## src/rtl/sort_dispatch_ctrl.sv

```systemverilog
// Front-end scheduler for the odd-even merge sort network: gathers port cells into frames,
// launches them under credit control, tracks them with a token pipe and buffers sorted frames.
module sort_dispatch_ctrl #(
    parameter  int PORT_NUB     = 8,
    parameter  int DATA_WIDTH   = 32,
    parameter  int SORT_LATENCY = 6,
    parameter  int MAX_WAIT     = 4,
    parameter  int FIFO_DEPTH   = 4,
    localparam int L            = $clog2(PORT_NUB),
    localparam int W            = 1 + 2*L + DATA_WIDTH,
    localparam int WT           = PORT_NUB*W
) (
    input  logic                           clk,
    input  logic                           rst_n,
    input  logic [PORT_NUB-1:0]            in_valid,
    input  logic [PORT_NUB*L-1:0]          in_dest,
    input  logic [PORT_NUB*DATA_WIDTH-1:0] in_data,
    output logic [PORT_NUB-1:0]            in_ready,
    output logic [WT-1:0]                  sort_in,
    input  logic [WT-1:0]                  sort_out,
    output logic                           out_valid,
    output logic [WT-1:0]                  out_frame,
    output logic [L:0]                     out_cnt,
    input  logic                           out_ready,
    output logic                           busy
);

    localparam int CW   = L + 1;
    localparam int FL   = $clog2(FIFO_DEPTH);
    localparam int FCW  = FL + 1;
    localparam int WW   = $clog2(MAX_WAIT + 2);
    localparam int OW   = $clog2(SORT_LATENCY + FIFO_DEPTH + 2) + 1;

    logic [WT-1:0]       r_sort_in;
    logic [SORT_LATENCY:0] r_tok;
    logic [CW-1:0]       r_tok_cnt [SORT_LATENCY+1];
    logic [WT-1:0]       r_mem     [FIFO_DEPTH];
    logic [CW-1:0]       r_mem_cnt [FIFO_DEPTH];
    logic [FL-1:0]       r_wr_ptr;
    logic [FL-1:0]       r_rd_ptr;
    logic [FCW-1:0]      r_fifo_cnt;
    logic [WW-1:0]       r_wait;

    logic                w_any;
    logic                w_all;
    logic                w_credit;
    logic                w_launch;
    logic                w_push;
    logic                w_pop;
    logic [OW-1:0]       w_occ;
    logic [CW-1:0]       w_nvalid;
    logic [WT-1:0]       w_frame;

    // Occupancy counts every frame already committed to a FIFO slot: in flight or stored.
    always_comb begin
        w_occ = OW'(r_fifo_cnt);
        for (int k = 0; k <= SORT_LATENCY; k++) begin
            w_occ = w_occ + OW'(r_tok[k]);
        end
    end

    always_comb begin
        w_frame  = '0;
        w_nvalid = '0;
        for (int i = 0; i < PORT_NUB; i++) begin
            if (in_valid[i]) begin
                w_frame[i*W +: W] = {1'b1, in_dest[i*L +: L], L'(i),
                                     in_data[i*DATA_WIDTH +: DATA_WIDTH]};
                w_nvalid          = w_nvalid + CW'(1);
            end
        end
    end

    assign w_any    = |in_valid;
    assign w_all    = &in_valid;
    assign w_credit = (w_occ < OW'(FIFO_DEPTH));
    assign w_launch = rst_n & w_credit & w_any & (w_all | (r_wait == WW'(MAX_WAIT)));
    assign w_push   = r_tok[SORT_LATENCY];
    assign w_pop    = out_valid & out_ready;

    always_ff @(posedge clk) begin
        if (!rst_n) begin
            r_wait     <= '0;
            r_tok      <= '0;
            r_sort_in  <= '0;
            r_wr_ptr   <= '0;
            r_rd_ptr   <= '0;
            r_fifo_cnt <= '0;
        end else begin
            if (!w_any || w_launch) begin
                r_wait <= '0;
            end else if (r_wait != WW'(MAX_WAIT)) begin
                r_wait <= r_wait + WW'(1);
            end
            r_tok     <= {r_tok[SORT_LATENCY-1:0], w_launch};
            r_sort_in <= w_launch ? w_frame : '0;
            if (w_push) begin
                r_wr_ptr <= r_wr_ptr + FL'(1);
            end
            if (w_pop) begin
                r_rd_ptr <= r_rd_ptr + FL'(1);
            end
            case ({w_push, w_pop})
                2'b10:   r_fifo_cnt <= r_fifo_cnt + FCW'(1);
                2'b01:   r_fifo_cnt <= r_fifo_cnt - FCW'(1);
                default: r_fifo_cnt <= r_fifo_cnt;
            endcase
        end
    end

    // Payload storage carries no reset; the token and FIFO count decide what is meaningful.
    always_ff @(posedge clk) begin
        r_tok_cnt[0] <= w_nvalid;
        for (int k = 1; k <= SORT_LATENCY; k++) begin
            r_tok_cnt[k] <= r_tok_cnt[k-1];
        end
        if (w_push) begin
            r_mem[r_wr_ptr]     <= sort_out;
            r_mem_cnt[r_wr_ptr] <= r_tok_cnt[SORT_LATENCY];
        end
    end

    assign in_ready  = {PORT_NUB{w_launch}};
    assign sort_in   = r_sort_in;
    assign out_valid = (r_fifo_cnt != '0);
    assign out_frame = out_valid ? r_mem[r_rd_ptr] : '0;
    assign out_cnt   = out_valid ? r_mem_cnt[r_rd_ptr] : '0;
    assign busy      = (|r_tok) | out_valid;

endmodule
```

## config.mk

```make
export PLATFORM = sky130hd
export DESIGN_NAME = sort_dispatch_ctrl
export DESIGN_NICKNAME = d
export VERILOG_FILES = /design/src/rtl/sort_dispatch_ctrl.sv
export SDC_FILE = /design/constraint.sdc
export NUM_CORES = 1
export LEC_CHECK = 0
export ABC_CLOCK_PERIOD_IN_PS = 8150
export CAP_MARGIN = 20
export CORE_AREA = 3 3 485 487
export DETAILED_ROUTE_END_ITERATION = 7
export DIE_AREA = 0 0 488 490
export HOLD_SLACK_MARGIN = 0.15
export PLACE_DENSITY = 0.58
export SYNTH_ARGS = -nofsm -noshare
export SYNTH_HDL_FRONTEND = slang
export SYNTH_SLANG_ARGS = --single-unit
```

## constraint.sdc

```tcl
create_clock -name clk -period 8.15 [get_ports clk]
set_clock_uncertainty 0.1 [all_clocks]
set_input_delay 0.815 -clock clk [delete_from_list [all_inputs] [get_ports clk]]
set_output_delay 0.815 -clock clk [all_outputs]
set_load 0.02 [all_outputs]
```

# After elaboration in Yosys (flattened, before gate mapping)
# Memories as Yosys holds them, arrays and structs flattened. A register that Yosys moved wholly into a read port is not among the register bits.
# Cells that the tools add are included.
totals:
  out_inout_bits: 638
  inputBits: 603
  ram_bits: 1292
  wordCells: 90
  ff_bits: 329
  n_memories: 3
classes:
  eq_ne: 4
  addsub: 19
  mux: 25
  n_bitwise: 7
  reduce_logical: 17
  magnitude_cmp: 1
mem_list:
  columns: ["name", "depth", "width", "read_ports", "rd_ports_with_merged_regs", "wr", "line_no", "rtl"]
  rows:
  - ["r_mem", 4, 312, 1, 1, 1, "37", "logic [WT-1:0] r_mem [FIFO_DEPTH];"]
  - ["r_tok_cnt", 7, 4, 7, 0, 7, "36", "logic [CW-1:0] r_tok_cnt [SORT_LATENCY+1];"]
  - ["r_mem_cnt", 4, 4, 1, 1, 1, "38", "logic [CW-1:0] r_mem_cnt [FIFO_DEPTH];"]
op_table:
  columns: ["operator", "n"]
  rows:
  - ["$mux W312", 1]
  - ["$mux W39", 8]
  - ["$mux W4", 8]
  - ["$add A4 B1 Y4 const B", 7]
  - ["$add A5 B1 Y5", 5]
  - ["$reduce_and A3 Y1", 8]
  - ["$mux W2", 4]
  - ["$reduce_and A8 Y1", 1]
  - ["$reduce_or A8 Y1", 1]
  - ["$reduce_or A7 Y1", 1]
  - ["$add A3 B1 Y3 const B", 2]
  - ["$pmux W3 S2", 1]
  - ["$add A4 B1 Y5", 1]
  - ["$lt A5 B3 Y1 const B", 1]
  - ["$add A2 B1 Y2 const B", 2]
  - ["$add A3 B1 Y4", 1]
  - ["$and A1 B1 Y1", 4]
  - ["$eq A3 B3 Y1 const B", 1]
  - ["$mux W1", 3]
  - ["$ne A3 B3 Y1 const B", 1]
  - ["$reduce_bool A3 Y1", 1]
  - ["$sub A3 B1 Y3 const B", 1]
  - ["$eq A2 B1 Y1 const B", 1]
  - ["$eq A2 B2 Y1 const B", 1]
  - ["other kinds (7)", 8]

# Logic depth before layout (Yosys ltp)
depth:
  word_depth: 15
  mapped_depth: 22
  mapped_depth_nobuf: 21

# Worst setup path before layout
# Ideal clock, no wire load.
synth_path:
  path_type: "register -> register"
  startpoint: "register r_tok[6]"
  endpoint: "memory r_mem[0][0] (netlist name), enable pin"
  synth_period_minus_slack_ns: 8.507
  setup_time_ns: 0.717
  t_arrival_ns: 7.690
  t_required_ns: 7.333
  path_buffers: 1
  path_stages_with_launch: 3
  slack_ns: -0.357
  cell_sequence: "dfxtp_1 > clkbuf_1 > and2_1"
synth_between:
  elab_chain_cells: 2
synth_rtl:
  columns: ["item", "line_no", "rtl"]
  rows:
  - ["from (decl)", "35", "logic [SORT_LATENCY:0] r_tok;"]
  - ["from (signal assigned)", "95", "r_tok <= {r_tok[SORT_LATENCY-1:0], w_launch};"]
  - ["$mux W1", "117", "if (w_push) begin"]
  - ["$mux W1 (implied by the code)", "118", "r_mem[r_wr_ptr] <= sort_out;"]
  - ["to (decl)", "37", null]
# No other way between the ends.

# Worst setup path in the final report
layout_path:
  startpoint: "register r_tok[0]"
  endpoint: "output port in_ready[1]"
layout_between:
  elab_chain_cells: 11
layout_rtl:
  columns: ["item", "line_no", "rtl"]
  rows:
  - ["$add A3 B1 Y4", "58", "w_occ = w_occ + OW'(r_tok[k]);"]
  - ["$add A4 B1 Y5", "58", null]
  - ["$add A5 B1 Y5 (5 in series)", "58", null]
  - ["$lt A5 B3 Y1", "76", "assign w_credit = (w_occ < OW'(FIFO_DEPTH));"]
  - ["$and A1 B1 Y1 (3 in series)", "77", "assign w_launch = rst_n & w_credit & w_any & (w_all | (r_wait == WW'(MAX_WAIT)));"]
  - ["to (decl)", "18", "output logic [PORT_NUB-1:0] in_ready,"]
# No other way between the ends.

==> flow_metrics.env <==
export IMPL_insertion_delay_ns=0.80
export IMPL_setup_viol=0
export IMPL_grt_pass1_wl_um=267000
export IMPL_startpoint="r_tok[0]"
export IMPL_wl_per_cell_um=26.7
export IMPL_outcome="finished, final reports clean"
export IMPL_gp_congestion=0.902
export IMPL_syn_area_per_cell_um2=20.2
export IMPL_pwr_share_comb_pct=3.6
export IMPL_root_buffer="clkbuf_16"
export IMPL_drt_iter0_drc=2234
export IMPL_max_slew_margin_pct=26.6
export IMPL_initial_core_util_pct=24.8
export IMPL_cts_buffers=171
export IMPL_swShare_pct=20.7
export IMPL_cp_max_fo=27
export IMPL_maxSlewViolCount=0
export IMPL_clkSlewWorstSetupHoldPaths_ns=0.06
export IMPL_rsz0062_at_grt="false"
export IMPL_yosysWarnings=0
export IMPL_synth_area_mm2=0.0576
export IMPL_tns_ns=0
export IMPL_power_share_clock_pct=45.3
export IMPL_p_per_area_mw_per_mm2=220
export IMPL_synth_fa_ha_area_share_pct=0.573
export IMPL_cts_hold_buf=0
export IMPL_power_frac_seq_pct=51.1
export IMPL_r2r_slack_ns=3.75
export IMPL_core_rowCount=177
export IMPL_worst_slew_pin_slew_ns=1.10
export IMPL_r2r_end="sort_in[75]"
export IMPL_setup_worst_path_end="in_ready[1]"
export IMPL_layout_min_cycle_time_ns=5.94
export IMPL_synthCells=2857
export IMPL_pin_count=1241
export IMPL_power_leakage_nw=25.7
export IMPL_post_cts_resize_count=0
export IMPL_htreeDepth=4
export IMPL_die_h_um=490
export IMPL_drt_pass1_iterations=5
export IMPL_min_period_over_period_pct=72.9
export IMPL_die_area_mm2=0.239
export IMPL_vias=31500
export IMPL_cts_setup_buffers=0
export IMPL_ys_seq_elements=1599
export IMPL_portBuffers=1228
export IMPL_grt_start_max_net_pins=152
export IMPL_synth_distinct_cells=50
export IMPL_postRouteAntennaNets=0
export IMPL_drt_total_wl_um=196000
export IMPL_synth_mux_area_share_pct=12.4
export IMPL_drive_gt1_share_pct=14.5
export IMPL_globalRouteTotalUtil_pct=15.9
export IMPL_worstSetupPathType="register to primary output"
export IMPL_syn_to_final_growth_pct=37.5
export IMPL_placed_cells=6986
export IMPL_synth_compound_area_share_pct=0.267
export IMPL_ys_async_sr_fraction_pct=0
export IMPL_r2r_start="r_tok[0]"
export IMPL_die_x_um=488
export IMPL_arrival_ns=5.02
export IMPL_overflow=0
export IMPL_ys_seq_area_share_pct=77.5
export IMPL_synth_edf_count=1264
export IMPL_synthSimpleGateAreaFrac_pct=7.20
export IMPL_route_detailed_drc=0
export IMPL_worst_setup_path_start_kind="register"
export IMPL_cp_end_kind="primary output"
export IMPL_detailed_place_hpwl_um=141000
export IMPL_antenna_found_initial=55
export IMPL_final_cells=7332
export IMPL_clk_path_buf_depth=3
export IMPL_finalHoldViolCount=0
export IMPL_grt_pass1_vias=32600
export IMPL_coreArea_mm2=0.232
export IMPL_synth_xor_area_share_pct=0.376
export IMPL_cts_tree="built"
export IMPL_nets=4746
export IMPL_hold_class="register to register"
export IMPL_nFillCells=22000
export IMPL_power_switching_w=0.00362
export IMPL_avgViaCountPerCell=4.30
export IMPL_r2r_cells=12
export IMPL_clkSinkCount=1599
export IMPL_synth_ff_type="edfxtp_1"
export IMPL_p_int_w=0.0138
export IMPL_clock_fmax_mhz=168
export IMPL_irDropWorstVdd_v=0.000155
export IMPL_synth_top_family_by_area="multiplexers"
export IMPL_maxCapViolations=0
export IMPL_required_ns=7.24
registers in the layout (all words and copies together) (netlist names), named ones only:
name,count
r_wr_ptr,2
r_rd_ptr,2
r_mem,1248
r_wait,3
r_tok,7
r_mem_cnt,16
r_fifo_cnt,3
r_tok_cnt,28
sort_in,288
cell type report:
class                           instances  area, um2  share of cell area [%]
Clock buffer                          215       4560                    5.75
Sequential cell                      1599      44700                    56.4
Tap cell                             3043       3810                    4.81
Clock inverter                        105       1230                    1.55
Inverter                               22       82.6                   0.104
Multi-Input combinational cell       1063      12100                    15.2
Antenna cell                           23       57.6                  0.0726
Timing Repair Buffer                 1262      12800                    16.1
layout by cell type, fill, tap and decap left out, types with 4 or more instances in the layout:
cell,instances
xor2_1,4
nor3_1,4
buf_12,14
inv_1,22
mux4_2,316
clkinv_2,24
clkinvlp_4,10
clkinv_1,32
clkinv_16,6
bufinv_16,19
clkbuf_8,7
inv_6,4
nor4_1,4
ha_1,20
buf_4,17
clkdlybuf4s50_1,1227
conb_1,12
and2_4,4
and2_1,540
dfxtp_1,333
nand2_1,13
o21ai_0,5
and3_1,74
diode_2,23
clkinv_4,5
edfxtp_1,1264
xnor2_1,13
clkbuf_16,174
clkbuf_1,35
nor2b_1,6
fa_1,4
clkinv_8,4
synth_stat cells, drive strengths merged, types with 2 or more instances:
cell type / n / share of area, %
edfxtp: 1264 / 66
and2: 545 / 5.9
dfxtp: 335 / 12
mux4: 316 / 12
clkbuf: 106 / 0.69
buf: 78 / 0.79
and3: 77 / 0.84
inv: 22 / 0.14
ha: 20 / 0.43
nand2: 13 / 0.085
xnor2: 13 / 0.20
nor2b: 7 / 0.076
o21ai: 5 / 0.043
fa: 4 / 0.14
nor3: 4 / 0.035
nor4: 4 / 0.043
xor2: 4 / 0.061
mux2i: 3 / 0.052
nand3b: 3 / 0.039
nand4: 3 / 0.033
nor2: 3 / 0.020
xnor3: 3 / 0.12
nand3: 2 / 0.017
or3: 2 / 0.022
how the worst min path moves through the flow:
| stage | from | end | slack [ns] | depth (start not counted) |
|---|---|---|---|---|
| floorplan | r_tok_cnt[0][0] | r_tok_cnt[1][0] | 0.21 | 0 |
| global placement | r_tok_cnt[2][2] | r_tok_cnt[3][2] | 0.22 | 0 |
| detailed placement | r_tok_cnt[1][3] | r_tok_cnt[2][3] | 0.21 | 0 |
| CTS | r_tok_cnt[2][1] | r_tok_cnt[3][1] | 0.22 | 0 |
| global route | r_tok_cnt[3][3] | r_tok_cnt[4][3] | 0.23 | 0 |
| finish | r_tok_cnt[2][1] | r_tok_cnt[3][1] | 0.22 | 0 |
power groups by stage:
stage | clock network (W) | registers (W) | logic, W
CTS | 0.00814 | 0.00892 | 0.000634
detailed placement | 0 | 0.00910 | 0.000631
finish | 0.00791 | 0.00892 | 0.000634
floorplan | 0 | 0.00910 | 0.000138
global route | 0.00845 | 0.00892 | 0.000673
global placement | 0 | 0.00909 | 0.000618
per-stage QoR:
step / power [W] / hold slack, ns / setup slack (ns) / utilization (%) / cell area, um2
3_3_place_gp: 0.00971 / 0.217 / 2.46 / 31.6 / 73300
4_1_cts: 0.0177 / 0.221 / 2.18 / 34.1 / 79100
3_5_place_dp: 0.00973 / 0.213 / 2.38 / 31.6 / 73300
2_1_floorplan: 0.00923 / 0.210 / 3.16 / - / 57700
5_1_grt: 0.0180 / 0.229 / 1.88 / 34.2 / 79200
6_report: 0.0175 / 0.217 / 2.21 / 34.2 / 79200
kinds of logic after synthesis:
family	after synthesis
xor+xnor	20
other cells	1
flops	1599
mux	320
fa+ha+maj	24
buf+inv	206
simple gates	667
compound gates	20
layer usage:
metal	track usage [%]	part of all wire (%)	vias to the layer above
li1	-	-	13500
met4	5.68	3.5	38
met3	4.82	7.5	308
met1	17.6	37	16400
met5	0	0.12	-
met2	28.5	52	1241
worst max-delay path, stage by stage, from the launching register on:
cell             delay, ns
dfxtp_1               0.33
fa_1                  0.53
inv_1                 0.05
fa_1                  0.49
fa_1                  0.16
inv_1                 0.04
ha_1                  0.18
nor4_1                0.27
o21ai_0               0.16
a21oi_1               0.51
nor2b_4               0.74
clkdlybuf4s50_1       0.75
(Power assumes the default switching activity.)
